<file path="config.mk">
export PLATFORM = sky130hd
export DESIGN_NAME = reg_stream_reader
export DESIGN_NICKNAME = d
export VERILOG_FILES = /design/src/rtl/reg_stream_reader.sv
export SDC_FILE = /design/constraint.sdc
export NUM_CORES = 1
export LEC_CHECK = 0
export ABC_AREA = 1
export CAP_MARGIN = 20
export CORE_AREA = 4 4 55 57
export DETAILED_ROUTE_END_ITERATION = 16
export DIE_AREA = 0 0 59 61
export PLACE_DENSITY = 0.76
export SYNTH_ARGS = -nofsm -noshare
export SYNTH_HDL_FRONTEND = slang
export SYNTH_SLANG_ARGS = --single-unit
</file>
<file path="constraint.sdc">
create_clock -name clk -period 2.1 [get_ports clk]
set_input_delay 0.42 -clock clk [delete_from_list [all_inputs] [get_ports clk]]
set_output_delay 0.42 -clock clk [all_outputs]
set_load 0.02 [all_outputs]
</file>
<file path="src/rtl/reg_stream_reader.sv">
// Streams a contiguous (possibly wrapping) range of register-file entries out
// over a valid/ready interface, one word every two cycles at full rate.
module reg_stream_reader #(
  parameter int DATA_W = 8,
  parameter int ADDR_W = 3
) (
  input  logic              clk,
  input  logic              rst,
  input  logic              start,
  input  logic [ADDR_W-1:0] first_addr,
  input  logic [ADDR_W-1:0] last_addr,
  output logic [ADDR_W-1:0] rf_addr,
  input  logic [DATA_W-1:0] rf_data,
  output logic [DATA_W-1:0] out_data,
  output logic              out_valid,
  input  logic              out_ready,
  output logic              out_last,
  output logic              busy,
  output logic              done
);

  typedef enum logic [1:0] {
    IDLE  = 2'd0,
    FETCH = 2'd1,
    SEND  = 2'd2,
    DONE  = 2'd3
  } state_e;

  localparam logic [ADDR_W-1:0] CUR_ONE = ADDR_W'(1);
  localparam logic [ADDR_W:0]   REM_ONE = (ADDR_W + 1)'(1);

  state_e            state_q, state_d;
  logic [ADDR_W-1:0] cur_q, cur_d;
  logic [ADDR_W:0]   remaining_q, remaining_d;
  logic [DATA_W-1:0] out_data_q, out_data_d;
  logic              out_valid_q, out_valid_d;
  logic              out_last_q, out_last_d;
  logic [ADDR_W-1:0] span;

  // Modular difference: a range with last below first wraps through the top.
  assign span = last_addr - first_addr;

  always_comb begin
    // NOTE: every next-state value defaults to its register first, so no path
    // through the case below can leave a signal unassigned and infer a latch.
    state_d     = state_q;
    cur_d       = cur_q;
    remaining_d = remaining_q;
    out_data_d  = out_data_q;
    out_valid_d = out_valid_q;
    out_last_d  = out_last_q;

    case (state_q)
      IDLE: begin
        if (start) begin
          cur_d       = first_addr;
          remaining_d = {1'b0, span} + REM_ONE;
          state_d     = FETCH;
        end
      end

      FETCH: begin
        out_data_d  = rf_data;
        out_valid_d = 1'b1;
        out_last_d  = (remaining_q == REM_ONE);
        state_d     = SEND;
      end

      SEND: begin
        if (out_ready) begin
          out_valid_d = 1'b0;
          if (out_last_q) begin
            out_last_d = 1'b0;
            state_d    = DONE;
          end else begin
            cur_d       = cur_q + CUR_ONE;
            remaining_d = remaining_q - REM_ONE;
            state_d     = FETCH;
          end
        end
      end

      DONE: begin
        state_d = IDLE;
      end

      default: begin
        state_d = IDLE;
      end
    endcase
  end

  // NOTE: sequential state uses non-blocking assignments so every register
  // samples the pre-edge values regardless of statement order.
  always_ff @(posedge clk) begin
    if (rst) begin
      state_q     <= IDLE;
      cur_q       <= '0;
      remaining_q <= '0;
      out_data_q  <= '0;
      out_valid_q <= 1'b0;
      out_last_q  <= 1'b0;
    end else begin
      state_q     <= state_d;
      cur_q       <= cur_d;
      remaining_q <= remaining_d;
      out_data_q  <= out_data_d;
      out_valid_q <= out_valid_d;
      out_last_q  <= out_last_d;
    end
  end

  // All outputs come straight from registers; nothing is combinational from inputs.
  assign rf_addr   = cur_q;
  assign out_data  = out_data_q;
  assign out_valid = out_valid_q;
  assign out_last  = out_last_q;
  assign busy      = (state_q != IDLE);
  assign done      = (state_q == DONE);

endmodule

</file>
==> metrics.txt <==
sequential power share 0.452; top sig layer met4; Num CTS Buffers 3; antenna cell count 0; Post-Syn Nets 167; Yosys cell types 18; Root Buffer clkbuf_4; Yosys reg bits 19; worst-path fanout max 2; Initial Utilization 0.403; Worst EP required 2.27 ns; worst vdd ir 0.000483 V; M1 wire length 966 um; Max Clock Freq 496 MHz; Clock transition at path regs 0.10 ns; Int Power 638 uW; CTS tree built; hold depth 2; worst-path cell chain clkdlybuf4s50_1, inv_1, ha_1, inv_1, fa_1, ha_1, nand2_1, o21ai_0, o21ai_1, a21oi_1; largest net degree at the start of global routing 14; Vias 1,011; Hold Fails Final Rpt 0; Adder-Cell Fraction of Synth Area 0.0827; LEAKAGE 0.000632 uW; Std-Cell Rows 18; I/O pin count 33; Critical Path Max Stage Delay 0.46 ns; met2 WL 1.10 mm; Synth Area in Compound Gates 0.150; Antenna Nets Post-Route 0; postcts setup bufs 0; outcome finished clean; relative slew slack 0.770; switching power 327 uW; initial antenna violation count 0; pwr dens 696 mW/mm2; Worst Hold Class register to register; Via density 4.84; main combinational cell family by area after synthesis simple AND/OR/NAND/NOR gates; Slowest cell on crit path clkdlybuf4s50_1; I/O Buffers 32; # hold bufs at CTS 0; later-pin clock latency in the skew report 0.28 ns; initial drt markers 31; synthesized netlist cell count 143; sequential fraction of the synthesis area 0.381; Clock Tree Buf Depth 2; GP Congestion 0.841; final WL 2.34 mm; Crit. End Element register; GR Overflow Total 0; chip height 61 um; switching share of power 0.339; critical path depth in cells 10; synthesized area 998 um2; Wirelength per Cell 11.2 um; Area Overhead vs Synth 38.8%; WP buf/inv 3; R2R cell count 7; Clock power frac 0.182; vias in the first global route 965; RSZ-0062 raised after global routing false; post-synthesis xor/xnor area fraction 0; crit path launch type input port; Data arrival, critical path 2.19 ns; gr usage total 0.143; Final min period 2.01 ns; global-route wire length before repair 4.01 mm; DRC errors left 0; max-cap viol count 0; endpoints failing setup 0; Hold Slack 0.471 ns; proportion of synthesized area in mux cells 0; die area 0.00360 mm2; Slew Viols, Final 0; HPWL after DPL 1.85 mm; simple-gate portion of the synthesized area 0.296; total clock sinks 19; Pre-antenna DRT Iters 4; layout cell share with drive strength beyond 1 0.0726; crit-path leading delay family adder cells; critical path class input port to register; Die X 59 um; Comb pwr share 0.366; synthesized area per cell 6.98 um2; total core area 0.00248 mm2; met3 WL 264 um; fin crit share 0.959; final net count 204; DP Cell Count 205; Layout Cells excl Fill 209; htree depth 1; Worst-Margin Slew 0.344 ns; synthesis warning total 0; clk_skew 0.00668 ns
[kinds of logic after synthesis]
kind of cell,after synthesis
AOI/OAI and AO/OA,30
DFF,19
buffers and inverters,23
adders and majority gates,6
and+or+nand+nor,65
[worst paths after layout]
kind,start,slack [ns],end
worst max-delay path,last_addr[0],0.09,remaining_q[1]$_SDFFE_PP0P_
worst min-delay path,rf_addr[2]$_SDFFE_PP0P_,0.47,rf_addr[2]$_SDFFE_PP0P_
worst max register to register,state_q[1]$_SDFFE_PP0P_,0.84,rf_addr[2]$_SDFFE_PP0P_
worst min register to register,rf_addr[2]$_SDFFE_PP0P_,0.47,rf_addr[2]$_SDFFE_PP0P_
[synthesized netlist by cell type]
library cell	number	area [um2]
inv_1	17	63.8
buf_4	1	7.51
nor2_4	1	11.3
clkbuf_1	1	3.75
a21oi_1	12	60.1
fa_1	1	20.0
nand2_2	1	6.26
inv_2	4	15.0
nor2_1	25	93.8
nor3_1	1	5.00
nand4_1	3	18.8
o21ai_0	18	90.1
nand3b_2	1	11.3
nand3_1	9	45.0
ha_1	5	62.6
dfxtp_1	19	380
nand2_1	23	86.3
nand3_4	1	17.5
[power by group through the flow]
stage	Combinational, uW	Sequential, uW	Clock (uW)
2_1_floorplan	174	479	0
5_1_grt	395	443	201
3_3_place_gp	343	444	0
3_5_place_dp	352	446	0
6_report	353	437	176
4_1_cts	355	437	184
[worst register-to-register path: cells and delay by family (launching register included)]
kind | cells | cell delay, ns
AOI/OAI and AO/OA | 2 | 0.15
buffers and inverters | 2 | 0.17
DFF | 1 | 0.42
and+or+nand+nor | 3 | 0.43
[area by class of cell]
type / count / area [um2]
Clock buffer: 4 / 26.3
Fill cell: 247 / 1090
Inverter: 21 / 78.8
Multi-Input combinational cell: 101 / 528
Sequential cell: 19 / 380
Tap cell: 30 / 37.5
Timing Repair Buffer: 34 / 335
[layer usage]
metal,GRT usage,vias to the layer above
met5,0,-
met4,0.0356,0
met3,0.0617,2
met2,0.265,34
met1,0.148,437
li1,-,538
[flip-flops by register name, indices dropped and copies added, names as in the netlist]
| name | cells |
|---|---|
| out_data | 8 |
| out_last | 1 |
| out_valid | 1 |
| remaining_q | 4 |
| rf_addr | 3 |
| state_q | 2 |
[stage by stage]
step	util	worst slack [ns]	setup TNS (ns)	power, uW	area, um2
floorplan	-	0.322	0	652	998
global placement	0.549	-0.201	-0.253	786	1360
detailed placement	0.549	-0.253	-0.355	798	1360
CTS	0.560	0.0518	0	976	1390
global route	0.560	0.0197	0	1040	1390
finish	0.560	0.0857	0	965	1390
[cells in the final DEF, fill, tap and decap left out, types with 2 or more instances in the layout]
master / count
buf_4: 2
nand4_1: 3
dfxtp_1: 19
ha_1: 5
a21oi_1: 12
o21ai_0: 17
nor2_1: 25
clkbuf_4: 3
nand2_1: 23
nand3_1: 9
inv_1: 17
clkdlybuf4s50_1: 32
inv_2: 4
[what timing repair did]
action                                  CTS  global route
endpoints found under the hold margin     0             0
endpoints found under the setup margin    0             1
resized for setup                         0             1
No activity file was read; power rests on OpenSTA's default activity.
==> RTL change, RTL diff (same settings) <==
`DATA_W`: 8 -> 7.
--- a/src/rtl/reg_stream_reader.sv
+++ b/src/rtl/reg_stream_reader.sv
@@ -1,7 +1,7 @@
 // Streams a contiguous (possibly wrapping) range of register-file entries out
 // over a valid/ready interface, one word every two cycles at full rate.
 module reg_stream_reader #(
-  parameter int DATA_W = 8,
+  parameter int DATA_W = 7,
   parameter int ADDR_W = 3
 ) (
   input  logic              clk,
Interface: changed (resized out_data and rf_data); port bits go from 33 to 31. No check against the original RTL was run, so the function may have changed too.
==> RTL change against the unedited design <==
- sequential cell count down 1
- via count down 2.7%
- wire length down 2.5%
- synthesized area up 0.38%
- power up 1.8%
- worst setup slack better by 0.023 ns
- global-route usage down 0.73 points
- maximum frequency up 1.2%
- synthesized cell count down 2.1%
- design area down 0.99%
- non-clock buffer count down 4
- combinational power up 1%
- highest routed layer unchanged
==> RTL change: results <==
export IMPL_final_layout_size_suffix_gt1_frac=0.0983
export IMPL_worstPathArrival_ns=1.57
export IMPL_yosys_top_cells_count="nand2_1, nor2_1, dfxtp_1, inv_1, o21ai_0"
export IMPL_endpoint="busy"
export IMPL_track_usage=0.136
export IMPL_ys_types=24
export IMPL_synth_nets=163
export IMPL_post_drt_wl_per_cell_um=11.2
export IMPL_dp_cells=199
export IMPL_grt_pass1_vias=962
export IMPL_numPortBuffers=30
export IMPL_worst_pin_slew_ns=0.360
export IMPL_r2r_end="rf_addr[0]$_SDFFE_PP0P_"
export IMPL_finalClockSkew_ns=0.00326
export IMPL_drtIter0Drc=17
export IMPL_gp_congestion=0.810
export IMPL_place_area_um2=1340
export IMPL_outcome="completed"
export IMPL_seq_area_frac_synth=0.360
export IMPL_largest_reg_flops=7
export IMPL_reg2reg_slack_ns=0.80
export IMPL_ys_top_cells_by_area="dfxtp_1, nand2_1, nor2_1"
export IMPL_post_dp_hpwl_mm=1.84
export IMPL_vias_per_cell=4.85
export IMPL_ir_drop_uv=343
export IMPL_p_leak_nw=0.624
export IMPL_crit_start="state_q[0]$_SDFFE_PP0P_"
-- RTL change: logic make-up (layout without fill, tap and decap cells) --
| family | Yosys count | after routing | synth area share |
|---|---|---|---|
| flip-flops | 18 | 18 | 0.360 |
| AO/OA/AOI/OAI | 27 | 27 | 0.146 |
| AND/OR/NAND/NOR | 66 | 66 | 0.323 |
| adder cells (fa/ha/maj) | 6 | 6 | 0.0824 |
| buffers and inverters | 23 | 56 | 0.0886 |
-- RTL change: final cells by class --
cell class | instances | area [um^2]
inverters | 22 | 85.1
clock buffers | 4 | 36.3
multi-input cells | 99 | 553
well taps | 30 | 37.5
flip-flops and latches | 18 | 360
fillers | 249 | 1100
repair buffers | 30 | 300
-- RTL change: critical path, stage by stage (launching register included) --
cell             delay [ns]
dfxtp_1                0.50
inv_2                  0.11
nand2_1                0.08
clkdlybuf4s50_1        0.61
-- RTL change: worst min-delay path by stage --
stage,from,endpoint,slack [ns],cells past startpoint
final,out_data[0]$_SDFFE_PP0P_,out_data[0]$_SDFFE_PP0P_,0.49,2
after global routing,out_data[5]$_SDFFE_PP0P_,out_data[5]$_SDFFE_PP0P_,0.52,2
after CTS,out_data[4]$_SDFFE_PP0P_,out_data[4]$_SDFFE_PP0P_,0.50,2
after detailed placement,out_data[5]$_SDFFE_PP0P_,out_data[5]$_SDFFE_PP0P_,0.48,2
after global placement,out_data[3]$_SDFFE_PP0P_,out_data[3]$_SDFFE_PP0P_,0.46,2
after floorplan,remaining_q[0]$_SDFFE_PP0P_,remaining_q[0]$_SDFFE_PP0P_,0.48,2
-- RTL change: stage by stage --
step | power (mW) | hold WS [ns] | setup slack (ns)
5_1_grt | 1.05 | 0.518 | 0.0225
3_3_place_gp | 0.774 | 0.464 | -0.151
2_1_floorplan | 0.649 | 0.481 | 0.349
3_5_place_dp | 0.786 | 0.476 | -0.192
6_report | 0.983 | 0.494 | 0.109
4_1_cts | 0.996 | 0.498 | 0.0891
-- RTL change: power breakdown --
group | internal, mW | total, mW | leakage, nW | switching [mW]
clock | 0.105 | 0.206 | 0.0210 | 0.101
sequential | 0.386 | 0.419 | 0.149 | 0.0334
combinational | 0.159 | 0.357 | 0.455 | 0.198
-- RTL change: routing by layer --
| metal | track usage | up-vias | part of all wire |
|---|---|---|---|
| met4 | 0.0421 | 0 | 0.0057 |
| met2 | 0.262 | 30 | 0.47 |
| met1 | 0.150 | 432 | 0.44 |
| met3 | 0.0234 | 2 | 0.084 |
| met5 | 0 | - | 0 |
| li1 | - | 520 | - |
